$ cat config.mk
export PLATFORM = sky130hd
export DESIGN_NAME = mux_n_to_1_rr_stream
export DESIGN_NICKNAME = d
export VERILOG_FILES = /design/src/rtl/mux_n_to_1_rr_stream.sv
export SDC_FILE = /design/constraint.sdc
export NUM_CORES = 1
export LEC_CHECK = 0
export CORE_AREA = 2 2 120 122
export CTS_CLUSTER_DIAMETER = 60
export DETAILED_ROUTE_END_ITERATION = 10
export DIE_AREA = 0 0 122 124
export GPL_TIMING_DRIVEN = 0
export PLACE_DENSITY = 0.63
export SETUP_SLACK_MARGIN = 0.5
export SLEW_MARGIN = 20
export SYNTH_ARGS = -nofsm -noshare
export SYNTH_HDL_FRONTEND = slang
export SYNTH_SLANG_ARGS = --single-unit
$ cat constraint.sdc
create_clock -name clk -period 11.1 [get_ports clk]
set_input_delay 1.11 -clock clk [delete_from_list [all_inputs] [get_ports clk]]
set_output_delay 1.11 -clock clk [all_outputs]
set_load 0.005 [all_outputs]
$ cat src/rtl/mux_n_to_1_rr_stream.sv
// N-channel streaming multiplexer with valid/ready handshakes and one registered output stage.
// Grants come either from the external select or from a round-robin pointer.
module mux_n_to_1_rr_stream #(
   parameter int N  = 9,
   parameter int W  = 8,
   parameter int M  = (N > 1) ? $clog2(N) : 1,
   parameter int RR = 1
) (
   input  logic           clk,
   input  logic           rst_n,
   input  logic [N*W-1:0] in_data,
   input  logic [N-1:0]   in_valid,
   output logic [N-1:0]   in_ready,
   input  logic [M-1:0]   sel,
   output logic [W-1:0]   out_data,
   output logic           out_valid,
   input  logic           out_ready,
   output logic [M-1:0]   out_chan
);

   logic [M-1:0] ptr;
   logic [M-1:0] gnt;
   logic         gnt_ok;
   logic         load;
   logic [M:0]   rr_result;
   logic         fixed_ok;

   // Scans from the highest offset down so the lowest offset from the pointer wins.
   function automatic logic [M:0] rr_pick(input logic [N-1:0] valid, input logic [M-1:0] start);
      int           idx;
      logic [M-1:0] chan;
      rr_pick = '0;
      for (int k = N - 1; k >= 0; k--) begin
         idx = int'(start) + k;
         if (idx >= N) idx = idx - N;
         chan = M'(idx);
         if (valid[chan]) rr_pick = {1'b1, chan};
      end
   endfunction

   assign load      = !out_valid || out_ready;
   assign rr_result = rr_pick(in_valid, ptr);
   assign fixed_ok  = (int'(sel) < N) ? in_valid[sel] : 1'b0;

   // NOTE: every signal written here gets a default first so no latch is inferred.
   always_comb begin
      gnt      = '0;
      gnt_ok   = 1'b0;
      in_ready = '0;
      if (RR != 0) begin
         gnt    = rr_result[M-1:0];
         gnt_ok = rr_result[M];
      end else begin
         gnt    = sel;
         gnt_ok = fixed_ok;
      end
      if (rst_n && load && gnt_ok) in_ready[gnt] = 1'b1;
   end

   // NOTE: state uses non-blocking assignments so all registers update from pre-edge values.
   // NOTE: out_data is reset too, because the consumer may observe it while out_valid is low.
   always_ff @(posedge clk) begin
      if (!rst_n) begin
         out_valid <= 1'b0;
         out_data  <= '0;
         out_chan  <= '0;
         ptr       <= '0;
      end else if (load) begin
         if (gnt_ok) begin
            out_valid <= 1'b1;
            out_data  <= in_data[int'(gnt)*W +: W];
            out_chan  <= gnt;
            if (RR != 0) ptr <= (int'(gnt) == N - 1) ? '0 : gnt + 1'b1;
         end else begin
            out_valid <= 1'b0;
         end
      end
   end

endmodule

Word-level counts from Yosys, hierarchy flattened
Index checks and enable logic that the tools add are counted.

word-level totals
  register bits = 17
  word-level logic and storage cells = 91

cells by class
  add/sub/neg operators = 18
  magnitude comparators = 20
  equality and inequality tests = 1
  shift operators = 1
  muxes and demuxes = 41
  reductions and logical operators = 6

operators with widths
  operator             count
  $shiftx 72x8->8      1
  $lt 4x5->1 const B   10
  $mux 5               9
  $ge 5x4->1 const B   8
  $mux 4               10
  $bmux 1 s4           9
  $sub 4x4->4 const B  9
  $add 4x3->5 const B  4
  $mux 1               11
  $add 4x2->5 const B  2
  $mux 9               1
  $add 4x1->5 const B  1
  $add 4x4->5 const B  1
  $add 4x1->4 const B  1
  $demux 1 s4          1
  $eq 4x4->1 const B   1
  $ge 4x1->1 const B   1
  $ge 4x4->1 const B   1
  $logic_and 1x1->1    3
  $reduce_and 2->1     1
  $logic_not 1->1      1
  $logic_or 1x1->1     1

Logic depth before layout (Yosys ltp)
  depth in word-level cells = 19
  depth in mapped cells = 25
  mapped depth without buffers = 17

Least setup slack after synthesis
OpenSTA, ideal clock, no wires.

  kind = flip-flop to output port
  start = reg ptr[2]
  end = out in_ready[3]
  arrival time = 4497 ps
  data required time = 9990 ps
  setup slack = 5493 ps
  stages on the path, launching flop included = 20
  cell sequence = dfxtp_1 -> buf_2 -> buf_2 -> inv_1 -> ha_1 -> ha_1 -> buf_2 -> and3_1 -> a211oi_2 -> xnor2_2 -> mux4_2 -> nor2_1 -> or3_4 -> or4b_1 -> o21a_1 -> a32oi_2 -> buf_2 -> ha_1 -> inv_1 -> nor2_1

on the way
  word-level cells in the longest chain between the ends = 19
  elaborated cells between the ends (all ways) = 69
  classes of those cells = 17 x add/sub; 11 x order compare; 39 x mux; 2 x reduce/logical

ends and longest elaborated chain
  what                                                                   line  RTL
  start: declaration                                                     21    logic [M-1:0] ptr;
  start signal: assignment                                               73    if (RR != 0) ptr <= (int'(gnt) == N - 1) ? '0 : gnt + 1'b1;
  $add 4x4->5                                                            34    idx = int'(start) + k;
  $sub 4x4->4 / $ge 5x4->1 (equally long branches)                       35    if (idx >= N) idx = idx - N;
  $mux 4                                                                 35
  $bmux 1 s4                                                             37    if (valid[chan]) rr_pick = {1'b1, chan};
  $mux 1 (implied by the code)                                           37
  $mux 5 (8 in series)                                                   37
  $mux 5 (*)                                                             37
  $lt 4x5->1 (implied by the code) / $ge 4x1->1 (equally long branches)  57    if (rst_n && load && gnt_ok) in_ready[gnt] = 1'b1;
  $logic_and 1x1->1 (implied by the code)                                57
  $mux 1 (implied by the code)                                           57
  $demux 1 s4                                                            57
  $mux 9 (*)                                                             57
  end: declaration                                                       13    output logic [N-1:0] in_ready,

Every way passes the cells marked *; elsewhere a longest branch is shown, timed or not. The select of a mux whose other input is x is not followed.

Final worst setup path
  start = reg ptr[0]
  end = out in_ready[2]

Same word-level chain as after synthesis.

==> out/metrics.cfg <==
[cells_and_area]
drive_gt1_share_pct = 10.2
fillers = 1429
regArea_um2 = 340
final_core_utilization_pct = 49.3
area_growth_pct = 24.7
nets = 987
antenna_cells = 0
multi_input_comb_area_um2 = 4620

[die]
die_w_um = 122
rows = 43
core-area_um2 = 13700
die-area_um2 = 15100
ios = 110
die_h_um = 124
start_util_pct = 39.6

[timing]
fmax_mhz = 121
finalSetupViolCount = 0
rsz0062_at_grt = no
tightestPinTransition_ns = 1.15
slew_violations = 0
finClkSkew_ns = 0.00323
period_needed_ns = 8.27
tns_ns = 0
hold_viol = 0
slew_headroom_pct = 21.6
post-route-period-util_pct = 74.5

[synth]
synth_top_area_share_pct = 9.22
synth.largest_area_cell = mux2i_1
syn_inst = 768
synthTopCellsByArea = mux2i_1, dfxtp_1, ha_1, nand2_1, nor2_1
synth_edf_count = 0
ys_types = 100
synth_top_flop_cell = dfxtp_1
synth_seq_cells = 17
synth_common_cells = nand2_1, nor2_1, mux2i_1
syn_area_um2 = 5430
async_flop_share_pct = 0
yosys_warnings = 0
synthMostInstantiatedCell = nand2_1
syn_nets = 879
avgSynthCellArea_um2 = 7.07
seq_area_frac_synth_pct = 6.27

[clocking]
cts.sink_count = 17
cts_resized = 0
cts-htree-levels = 1
cts.path.max_buffers = 2
path_clk_slew_ns = 0.06
cts_root_buffer = clkbuf_16
cts_tree = done
ctsHoldBuffers = 0
post_cts_buffers = 0
clkLatencyLatePin_ns = 0.25
cts_buffers = 3

[setup_path]
path_max_fanout = 12
arrival_ns = 7.16
cp-end-kind = primary output
regToRegEndpoint = ptr[1]$_SDFFE_PN0P_
slowest_stage = nor4_1
start_kind = register
cp_num_buf_inv = 10
cp.required_ns = 9.99
cpMostUsedCell = buf_2
crit_path_max_incr_delay_ns = 0.86
r2r_setup_slack_ns = 4.44
r2r_cells = 21
cp_top_family = buffers and inverters
crit_chain = buf_6, inv_1, buf_2, buf_2, buf_1, ha_1, buf_2, inv_1, clkbuf_1, o21ai_0, nor4_1, or3_1, nor4b_1, a31o_2, or2_1, or3b_4, buf_6, nor2_1, clkdlybuf4s50_1
r2r-start = ptr[0]$_SDFFE_PN0P_
path_class = register to primary output

[drt]
vias = 6954
drt-wirelength-per-cell_um = 23.8
dr.pass1.iters = 6
antenna_left = 0
drc = 0
drt_wl_total_um = 25100
via_per_inst = 6.59
drt_iter0_drc = 883

[global_routing]
antenna_found_initial = 0
grt_overflow = 0
grt_max_degree = 13
grt_pass1_vias = 6415
track_usage_pct = 32.2
grt_pass1_wl_um = 37300

[placed_design]
dp_hpwl_um = 19700
numPortBuffers = 103
place_congestion = 1.00

[power_and_ir_drop]
leakagePower_nw = 2.65
ir_drop_mv = 0.192
power_density_nw_per_um2 = 411

[run_status]
outcome = finished clean

[hold_path]
hold_end = out_chan[2]$_SDFFE_PN0P_
hp-class = register to register
holdPathStages = 2
worstHoldStart = out_chan[2]$_SDFFE_PN0P_

[flow_run]
maxCapViolCount = 0

-- cell type report --
cell class	count	share of cell area (%)
multi-input combinational	655	68.3
clock inverter	1	0.111
buffer	62	5.05
clock buffer	3	1.11
sequential	17	5.03
timing repair buffer	103	15.2
tap	180	3.33
inverter	34	1.89
-- cell usage in the layout, fill, tap and decap left out, drive strengths merged, types with 23 or more instances in the layout --
cell and count:
clkdlybuf4s50 103, nand2 66, nor2 63, mux2i 50
o21ai 48, a21oi 46, buf 46, inv 34
nor3 26, ha 23
-- logic make-up after synthesis --
kind of cell / after synthesis / share of synthesized area (%)
compound gates: 289 / 40.0
xor+xnor: 23 / 4.12
fa+ha+maj: 23 / 5.30
buf+inv: 96 / 8.64
flops: 17 / 6.27
mux: 54 / 10.5
simple gates: 266 / 25.2
-- per-stage QoR --
step | power (mW) | hold WS [ns] | worst slack, ns | instance area [µm²] | instances
2_1_floorplan | 1.96 | 0.479 | 5.49 | 5430 | 768
3_3_place_gp | 2.66 | 0.488 | 3.21 | 6690 | 1051
3_5_place_dp | 2.63 | 0.481 | 3.38 | 6690 | 1051
4_1_cts | 2.72 | 0.500 | 3.08 | 6770 | 1055
5_1_grt | 2.97 | 0.525 | 2.63 | 6770 | 1055
6_report | 2.78 | 0.492 | 2.83 | 6770 | 1055
-- sequential cells by signal, summed over array words and instances, names as in the netlist --
name       cells
out_valid      1
out_data       8
out_chan       4
ptr            4
-- layer usage --
metal / up-vias / track usage, % / share of wire, % / routed length [µm]
li1: 3146 / - / - / -
met1: 3315 / 44.7 / 43 / 10700
met2: 416 / 49.7 / 44 / 10900
met3: 77 / 5.40 / 10 / 2500
met4: 0 / 12.3 / 3.9 / 969
met5: - / 0 / 0 / 0
-- tightest hold or removal path: cells and delay by family, from the launching register on --
family,cells,cell delay [ns]
simple gates,1,0.07
compound gates,1,0.06
flops,1,0.32
-- worst max-delay path by stage --
stage                         from           to  slack, ns  cells past startpoint
2_1_floorplan  ptr[2]$_SDFFE_PN0P_  in_ready[3]       5.49                     19
3_3_place_gp   ptr[0]$_SDFFE_PN0P_  in_ready[2]       3.21                     19
3_5_place_dp   ptr[0]$_SDFFE_PN0P_  in_ready[2]       3.38                     19
4_1_cts        ptr[0]$_SDFFE_PN0P_  in_ready[2]       3.08                     19
5_1_grt        ptr[0]$_SDFFE_PN0P_  in_ready[2]       2.63                     19
6_report       ptr[0]$_SDFFE_PN0P_  in_ready[2]       2.83                     19
-- power breakdown --
part           switching (mW)  internal (mW)  leakage [nW]  total [mW]
logic                    1.55           1.05          2.47        2.59
registers              0.0209         0.0912         0.141       0.112
clock network          0.0282         0.0487        0.0371      0.0769
(Power assumes the default switching activity.)
